**src/rtl/johnson_decoder_monitor.sv**
```systemverilog
// Receive-side monitor for an N-bit Johnson counter: decodes each sampled code to its
// index, flags non-Johnson patterns and tracks forward-sequence lock with an error count.
module johnson_decoder_monitor #(
    parameter int N        = 4,
    parameter int IDXW     = 3,
    parameter int LOCK_CNT = 2,
    parameter int ERRW     = 8
) (
    input  logic            clk,
    input  logic            reset,
    input  logic            in_valid,
    input  logic [N-1:0]    code_in,
    input  logic            err_clr,
    output logic            idx_valid,
    output logic [IDXW-1:0] idx_out,
    output logic            legal,
    output logic            locked,
    output logic            seq_err,
    output logic [ERRW-1:0] err_count
);

    typedef enum logic [1:0] {
        ST_UNLOCKED = 2'd0,
        ST_ACQUIRE  = 2'd1,
        ST_LOCKED   = 2'd2
    } state_t;

    localparam int              GW          = $clog2(LOCK_CNT + 1);
    localparam logic [IDXW-1:0] LAST_IDX    = IDXW'(2 * N - 1);
    localparam logic [GW-1:0]   LOCK_TARGET = GW'(LOCK_CNT);

    // Returns {legal, index}; a code is legal only if it equals the thermometer
    // pattern implied by its own popcount and MSB.
    function automatic logic [IDXW:0] johnson_decode(input logic [N-1:0] code);
        int            pc;
        int            idx;
        logic          ok;
        logic [N-1:0]  low_pat;
        logic [N-1:0]  high_pat;
        pc = 0;
        for (int b = 0; b < N; b++) begin
            pc = pc + int'(code[b]);
        end
        for (int b = 0; b < N; b++) begin
            low_pat[b]  = (b < pc);
            high_pat[b] = (b >= (N - pc));
        end
        if (code[N-1] == 1'b0) begin
            ok  = (code == low_pat);
            idx = pc;
        end else begin
            ok  = (code == high_pat);
            idx = 2 * N - pc;
        end
        if (!ok) begin
            idx = 0;
        end else begin
            idx = idx;
        end
        return {ok, IDXW'(idx)};
    endfunction

    state_t            state_r;
    logic [IDXW-1:0]   prev_idx_r;
    logic [GW-1:0]     good_cnt_r;
    logic              idx_valid_r;
    logic [IDXW-1:0]   idx_out_r;
    logic              legal_r;
    logic              locked_r;
    logic              seq_err_r;
    logic [ERRW-1:0]   err_count_r;

    logic [IDXW:0]     dec_s;
    logic              dec_legal_s;
    logic [IDXW-1:0]   dec_idx_s;
    logic [IDXW-1:0]   succ_idx_s;
    logic              is_succ_s;
    logic              is_repeat_s;
    logic              violation_s;
    logic [GW-1:0]     good_inc_s;
    logic              err_inc_s;
    logic              err_sat_s;

    // Decode the incoming code and classify it against the previous accepted index.
    always_comb begin
        dec_s       = johnson_decode(code_in);
        dec_legal_s = dec_s[IDXW];
        dec_idx_s   = dec_s[IDXW-1:0];
        succ_idx_s  = (prev_idx_r == LAST_IDX) ? {IDXW{1'b0}} : (prev_idx_r + IDXW'(1));
        is_succ_s   = dec_legal_s && (dec_idx_s == succ_idx_s);
        is_repeat_s = dec_legal_s && (dec_idx_s == prev_idx_r);
        violation_s = !(is_succ_s || is_repeat_s);
        good_inc_s  = good_cnt_r + GW'(1);
        err_inc_s   = in_valid && (state_r == ST_LOCKED) && violation_s;
        err_sat_s   = (err_count_r == {ERRW{1'b1}});
    end

    // Sample register, lock FSM and saturating error counter.
    always_ff @(posedge clk) begin
        if (reset) begin
            state_r     <= ST_UNLOCKED;
            prev_idx_r  <= {IDXW{1'b0}};
            good_cnt_r  <= {GW{1'b0}};
            idx_valid_r <= 1'b0;
            idx_out_r   <= {IDXW{1'b0}};
            legal_r     <= 1'b0;
            locked_r    <= 1'b0;
            seq_err_r   <= 1'b0;
            err_count_r <= {ERRW{1'b0}};
        end else begin
            seq_err_r   <= 1'b0;
            idx_valid_r <= in_valid;

            // Clear beats a coincident increment.
            if (err_clr) begin
                err_count_r <= {ERRW{1'b0}};
            end else if (err_inc_s && !err_sat_s) begin
                err_count_r <= err_count_r + ERRW'(1);
            end else begin
                err_count_r <= err_count_r;
            end

            if (in_valid) begin
                idx_out_r <= dec_idx_s;
                legal_r   <= dec_legal_s;
                case (state_r)
                    ST_UNLOCKED: begin
                        if (dec_legal_s) begin
                            prev_idx_r <= dec_idx_s;
                            good_cnt_r <= {GW{1'b0}};
                            state_r    <= ST_ACQUIRE;
                        end
                    end
                    ST_ACQUIRE: begin
                        if (!dec_legal_s) begin
                            state_r <= ST_UNLOCKED;
                        end else if (is_succ_s) begin
                            prev_idx_r <= dec_idx_s;
                            good_cnt_r <= good_inc_s;
                            if (good_inc_s == LOCK_TARGET) begin
                                state_r  <= ST_LOCKED;
                                locked_r <= 1'b1;
                            end
                        end else if (!is_repeat_s) begin
                            prev_idx_r <= dec_idx_s;
                            good_cnt_r <= {GW{1'b0}};
                        end
                    end
                    ST_LOCKED: begin
                        if (violation_s) begin
                            seq_err_r <= 1'b1;
                            state_r   <= ST_UNLOCKED;
                            locked_r  <= 1'b0;
                        end else if (is_succ_s) begin
                            prev_idx_r <= dec_idx_s;
                        end
                    end
                    default: begin
                        state_r  <= ST_UNLOCKED;
                        locked_r <= 1'b0;
                    end
                endcase
            end
        end
    end

    assign idx_valid = idx_valid_r;
    assign idx_out   = idx_out_r;
    assign legal     = legal_r;
    assign locked    = locked_r;
    assign seq_err   = seq_err_r;
    assign err_count = err_count_r;

endmodule

```
**config.mk**
```make
export PLATFORM = sky130hd
export DESIGN_NAME = johnson_decoder_monitor
export DESIGN_NICKNAME = d
export VERILOG_FILES = /design/src/rtl/johnson_decoder_monitor.sv
export SDC_FILE = /design/constraint.sdc
export NUM_CORES = 1
export LEC_CHECK = 0
export CAP_MARGIN = 5
export CORE_ASPECT_RATIO = 1.5
export CORE_UTILIZATION = 30
export CTS_BUF_LIST = sky130_fd_sc_hd__clkbuf_8
export CTS_CLUSTER_SIZE = 28
export DETAILED_ROUTE_END_ITERATION = 12
export SETUP_SLACK_MARGIN = 0.1
export SLEW_MARGIN = 10
export SYNTH_ARGS = -nofsm -noshare
export SYNTH_HDL_FRONTEND = slang
export SYNTH_SLANG_ARGS = --single-unit
```
**constraint.sdc**
```tcl
create_clock -name clk -period 5.6 [get_ports clk]
set_clock_uncertainty 0.1 [all_clocks]
set_input_delay 1.12 -clock clk [delete_from_list [all_inputs] [get_ports clk]]
set_output_delay 1.12 -clock clk [all_outputs]
set_load 0.01 [all_outputs]
```
==> results of run 1 <==
power by group:
part	internal, mW	total, mW	switching [mW]	leakage [nW]
Clock	0.0956	0.150	0.0543	0.0357
Sequential	0.158	0.160	0.00195	0.178
Combinational	0.0446	0.106	0.0617	0.508
Total	0.298	0.416	0.118	0.722
logic make-up after synthesis:
kind of cell,Yosys count
flops,22
compound gates,44
mux,4
buf+inv,17
simple gates,68
xor+xnor,7
fa+ha+maj,14
layout by cell type (no fill, tap or decap), drive strengths merged, types with 2 or more instances in the layout:
cell / n
a21oi: 11
a31o: 3
a31oi: 4
a41o: 3
and3: 5
clkbuf: 3
clkdlybuf4s50: 22
dfxtp: 22
fa: 2
ha: 12
inv: 10
mux2i: 4
nand2: 9
nand3: 9
nand4: 3
nor2: 13
nor2b: 2
nor3: 10
o211a: 2
o21ai: 6
o31ai: 4
o41ai: 2
or3: 6
or4: 4
xnor2: 3
xor2: 4
critical path, cell delays in order:
cell	delay (ns)
clkdlybuf4s50_1	0.55
fa_1	0.45
ha_1	0.39
inv_1	0.11
fa_1	0.47
and2_4	0.19
or3_4	0.37
and4_4	0.23
o211a_4	0.29
or4_1	0.50
a21oi_1	0.14
cell type report:
| type | instances | area share (%) |
|---|---|---|
| multi-input cells | 137 | 53.8 |
| repair buffers | 23 | 12.2 |
| clock inverters | 1 | 1.61 |
| clock buffers | 3 | 2.22 |
| well taps | 66 | 4.44 |
| flip-flops and latches | 22 | 23.7 |
| inverters | 10 | 2.02 |
registers in the layout (all words and copies together) (netlist names):
register,count
good_cnt_r,2
legal,1
idx_valid,1
prev_idx_r,3
idx_out,3
locked,1
seq_err,1
err_count,8
state_r,2
final timing paths:
| check | slack, ns | from | cells after the start | end |
|---|---|---|---|---|
| setup / recovery | 0.89 | code_in[1] | 11 | err_count[7] |
| hold / removal | 0.36 | legal | 2 | legal |
| setup reg to reg | 3.14 | prev_idx_r[0] | 8 | err_count[7] |
| hold reg to reg | 0.36 | legal | 2 | legal |
cell usage after synthesis (all sizes together), types with 5 or more instances:
library cell	count	area, sq um
dfxtp	22	440
nor2	13	48.8
ha	12	150
a21oi	11	55.1
inv	10	37.5
nor3	10	50.1
nand2	9	33.8
nand3	9	45.0
o21ai	6	30.0
or3	6	42.5
and3	5	31.3
buf	5	35.0
layer usage:
metal	vias to the layer above	global-route usage, %
met1	665	15.4
met2	24	27.5
met5	-	0
li1	695	-
met4	0	7.19
met3	9	1.74
per-stage QoR:
stage	util [%]	worst slack, ns	hold slack (ns)	cell area, sq um	power [mW]
4_1_cts	38.4	0.880	0.370	1860	0.419
3_3_place_gp	36.9	0.622	0.353	1790	0.271
6_report	38.4	0.889	0.365	1860	0.416
3_5_place_dp	36.9	0.611	0.355	1790	0.270
2_1_floorplan	-	1.24	0.353	1520	0.247
5_1_grt	38.4	0.574	0.401	1860	0.439
==> flow_metrics.env, run 1 <==
export IMPL_run_status="finished clean"
export IMPL_post_route_drc_count=0
export IMPL_number_of_global_route_vias_before_repair=1366
export IMPL_post_synth_inst_count=176
export IMPL_power_per_cell_area_nw_per_um2=224
export IMPL_maxSlewViolCount=0
export IMPL_drt_iter0_markers=37
export IMPL_initial_core_utilization_pct=31.4
export IMPL_dp_cells=258
export IMPL_highest_signal_layer="met4"
export IMPL_multiInputGateArea_sq_um=1000
export IMPL_floorplan_core_area_sq_um=4850
export IMPL_max_slew_worst_pin_slew_ns=0.714
export IMPL_ctsHoldBuffers=0
export IMPL_htree_num_levels=1
export IMPL_worst_path_max_fanout=10
export IMPL_drv_cap=0
export IMPL_synth_simple_gate_area_share_pct=25.3
export IMPL_dominant_combinational_cell_family_by_area_after_synthesis="simple AND/OR/NAND/NOR gates"
export IMPL_antenna_cells_inserted=0
export IMPL_grt_first_pass_wirelength_mm=6.07
export IMPL_design_die_area_sq_um=5370
export IMPL_arrival_ns=4.81
export IMPL_tritoncts="done"
export IMPL_timing_fmax_mhz=212
export IMPL_vdd_drop_max_v=0.0000913
export IMPL_ff_latch_area_sq_um=440
export IMPL_route_met2_wl_mm=1.94
export IMPL_mux_cell_area_share_after_synthesis_pct=2.63
export IMPL_endpoint_kind="flip-flop"
export IMPL_cts_setup_buffers=0
export IMPL_grt_remaining_overflow=0
export IMPL_fin_setup_tns_ns=0
export IMPL_postSynthRegisterBits=22
export IMPL_slew_headroom_pct=52.2
export IMPL_vias_per_cell=5.32
export IMPL_netlist_cell_type_count=48
export IMPL_place_gp_congestion=0.777
export IMPL_synth_async_reset_ratio_pct=0
export IMPL_detail_route_first_pass_iterations=4
export IMPL_route_detailed_wl_per_inst_um=13.4
export IMPL_synth_main_ff_cell="dfxtp_1"
export IMPL_growth_of_design_area_from_synthesis_to_finish_pct=22.3
export IMPL_drive_above_1_share_pct=9.69
export IMPL_sinks_on_the_clock_net=22
export IMPL_cts_resized_gates=0
export IMPL_syn_nets=198
export IMPL_number_of_clock_buffers_inserted_by_tritoncts=3
export IMPL_fp_row_count=31
export IMPL_detail_route_antenna_nets=0
export IMPL_grt_start_max_net_pins=21
export IMPL_fp_dieW_um=60.1
export IMPL_final_min_clock_period_ns=4.71
export IMPL_yosys_warnings=0
export IMPL_number_of_enable_flip_flop_cells_after_synthesis=0
export IMPL_grt_antenna_before_repair=0
export IMPL_cts_max_path_buffers=2
export IMPL_postRouteWirelength_mm=3.51
export IMPL_dp_hpwl_mm=2.82
export IMPL_final_net_count=219
export IMPL_cp_start_kind="primary input"
export IMPL_root_cell_of_the_clock_tree="clkbuf_8"
export IMPL_hold_viol_final=0
export IMPL_setup_violations_final=0
export IMPL_grt_usage_pct=14.6
export IMPL_synth_sequential_area_ratio_pct=28.9
export IMPL_synth_compound_area_share_pct=21.3
export IMPL_met1Wirelength_mm=1.40
export IMPL_rsz0062_at_grt="no"
export IMPL_io_pins=23
export IMPL_total_leakage_power_nw=0.722
export IMPL_timing_critical_path_required_ns=5.70
export IMPL_detailed_route_wirelength_on_metal3_um=76
export IMPL_clock_latency_ns=0.27
export IMPL_syn_mean_instance_area_sq_um=8.64
export IMPL_fill_cells=514
export IMPL_vias=1393
export IMPL_io_buffers=22
export IMPL_min_period_over_period_pct=84.1
export IMPL_synth_cell_area_sq_um=1520
export IMPL_clkSlewWorstSetupHoldPaths_ns=0.08
export IMPL_die_height_um=89.2
export IMPL_timing_worst_setup_path_type="in2reg"
export IMPL_area_share_of_fa_ha_maj_cells_after_synthesis_pct=12.5
export IMPL_synth_xor_area_share_pct=4.03
export IMPL_final_instance_count_excl_fill=262
export IMPL_holdCritPathClass="reg2reg"
Note: power is estimated with default switching activity, not from simulation.
==> run 2, diff against run 1 <==
Clock period 5.6 ns to 4.5 ns, I/O delays scaled along.
==> flow_metrics.env, run 2 (same netlist as run 1, synthesis figures left out) <==
export IMPL_place_gp_congestion=0.778
export IMPL_utilization_after_layout_pct=42.1
export IMPL_postRouteWirelength_mm=3.69
export IMPL_growth_of_design_area_from_synthesis_to_finish_pct=34.0
export IMPL_crit_slowest_cell="fa_1"
export IMPL_io_buffers=22
export IMPL_design_die_area_sq_um=5370
export IMPL_critPathMaxStageDelay_ns=0.54
export IMPL_final_min_clock_period_ns=4.29
export IMPL_vias=1476
export IMPL_dp_hpwl_mm=2.99
export IMPL_holdCritPathClass="reg2reg"
export IMPL_worst_r2r_cell_count=7
export IMPL_cp_num_buf_inv=2
export IMPL_grt_first_pass_wirelength_mm=5.91
export IMPL_cts_max_path_buffers=2
export IMPL_timing_worst_setup_path_type="in2reg"
export IMPL_clock_latency_ns=0.27
export IMPL_number_of_global_route_vias_before_repair=1364
export IMPL_met2_layer_usage_reported_by_global_route_pct=28.8
export IMPL_total_leakage_power_nw=0.827
export IMPL_hp_start="legal"
export IMPL_cp_start_kind="primary input"
export IMPL_power_sequential_fraction_pct=35.9
export IMPL_slew_headroom_pct=54.7
export IMPL_reg2reg_to="err_count[7]"
export IMPL_detail_route_first_pass_iterations=4
export IMPL_post_route_drc_count=0
export IMPL_mostFrequentLayoutCells="22 x dfxtp_1, 22 x clkdlybuf4s50_1, 21 x buf_4"
export IMPL_worst_path_max_fanout=9
export IMPL_r2r_setup_slack_ns=2.06
export IMPL_cts_resized_gates=0
export IMPL_endpoint_kind="flip-flop"
export IMPL_gr_usage_met3_pct=0.868
export IMPL_endpoint="err_count[7]"
export IMPL_crit_path_frequent_cell="fa_1"
export IMPL_tritoncts="done"
export IMPL_timing_fmax_mhz=233
export IMPL_io_pins=23
export IMPL_combPwrFrac_pct=30.2
export IMPL_dp_cells=278
export IMPL_intPower_uw=399
export IMPL_sinks_on_the_clock_net=22
export IMPL_drive_above_1_share_pct=19.9
export IMPL_grt_remaining_overflow=0
export IMPL_root_cell_of_the_clock_tree="clkbuf_8"
export IMPL_antenna_cells_inserted=0
export IMPL_maxSlewViolCount=0
export IMPL_p_sw_share_pct=28.3
export IMPL_cts_setup_buffers=0
export IMPL_initial_core_utilization_pct=31.4
export IMPL_setup_violations_final=0
export IMPL_grt_antenna_before_repair=0
export IMPL_grt_start_max_net_pins=21
export IMPL_startpoint="code_in[3]"
export IMPL_max_slew_worst_pin_slew_ns=0.678
export IMPL_largest_register_ff_count=8
export IMPL_htree_num_levels=1
export IMPL_clock_power_share_pct=33.9
export IMPL_drv_cap=0
export IMPL_route_detailed_wl_per_inst_um=13.1
export IMPL_min_period_over_period_pct=95.4
export IMPL_detail_route_antenna_nets=0
export IMPL_crit_cells=11
export IMPL_global_route_usage_met1_pct=14.2
export IMPL_ctsHoldBuffers=0
export IMPL_grt_usage_pct=14.6
export IMPL_hold_viol_final=0
export IMPL_die_height_um=89.2
export IMPL_vias_per_cell=5.23
export IMPL_dpl_cell_area_sq_um=1940
export IMPL_fp_dieW_um=60.1
export IMPL_timing_critical_path_required_ns=4.61
export IMPL_vdd_drop_max_v=0.000108
export IMPL_power_per_cell_area_nw_per_um2=273
export IMPL_p_sw_uw=158
export IMPL_final_net_count=239
export IMPL_arrival_ns=4.41
export IMPL_fp_row_count=31
export IMPL_drt_iter0_markers=39
export IMPL_fill_cells=492
export IMPL_grt_busiest_layer="met2"
export IMPL_rsz0062_at_grt="no"
export IMPL_run_status="finished clean"
export IMPL_timing_rr_start="prev_idx_r[0]"
export IMPL_floorplan_core_area_sq_um=4850
export IMPL_critPathTopFamily="adder cells"
export IMPL_design_area_sq_um=2040
export IMPL_cp_cell_sequence="clkdlybuf4s50_1 > fa_1 > ha_4 > inv_2 > fa_1 > and2_4 > or3_4 > and4_4 > o211a_4 > or4_4 > a21oi_2"
export IMPL_fin_setup_tns_ns=0
export IMPL_number_of_clock_buffers_inserted_by_tritoncts=3
export IMPL_final_instance_count_excl_fill=282
export IMPL_clkSlewWorstSetupHoldPaths_ns=0.08
-- run 2: worst min path at each step --
stage	depth (start not counted)	endpoint
final	2	legal
after floorplan	1	good_cnt_r[0]
after CTS	2	legal
after detailed placement	2	legal
after global routing	2	legal
after global placement	2	legal
-- run 2: area by class of cell --
| type | count | area, sq um | area share, % |
|---|---|---|---|
| clock buffer | 3 | 41.3 | 2.02 |
| clock inverter | 1 | 30.0 | 1.47 |
| sequential | 22 | 440 | 21.6 |
| inverter | 10 | 37.5 | 1.84 |
| multi-input combinational | 137 | 1030 | 50.5 |
| tap | 66 | 82.6 | 4.05 |
| timing repair buffer | 43 | 378 | 18.5 |
-- run 2: worst register-to-register path: stages (launching register included) --
cell	delay [ns]
dfxtp_1	0.41
ha_1	0.25
nor2b_1	0.14
or3_4	0.33
and4_4	0.22
o211a_4	0.29
or4_4	0.52
a21oi_2	0.14
-- run 2: power groups by stage --
stage / registers (mW) / logic (mW) / clock network (mW)
floorplan: 0.204 / 0.104 / 0
detailed placement: 0.204 / 0.161 / 0
global route: 0.200 / 0.186 / 0.200
global placement: 0.204 / 0.161 / 0
finish: 0.199 / 0.168 / 0.189
CTS: 0.199 / 0.162 / 0.195
-- run 2: metrics by stage --
stage	setup slack, ns	power, mW	hold slack, ns
final	0.205	0.556	0.368
after global routing	0.113	0.585	0.389
after CTS	0.186	0.556	0.376
after detailed placement	-0.0998	0.365	0.361
after global placement	-0.0765	0.364	0.353
after floorplan	0.358	0.307	0.353
-- run 2: routing by layer --
metal | wire length [um] | vias up
li1 | - | 739
met1 | 1460 | 707
met2 | 2070 | 21
met3 | 58 | 9
met4 | 97 | 0
met5 | 0 | -
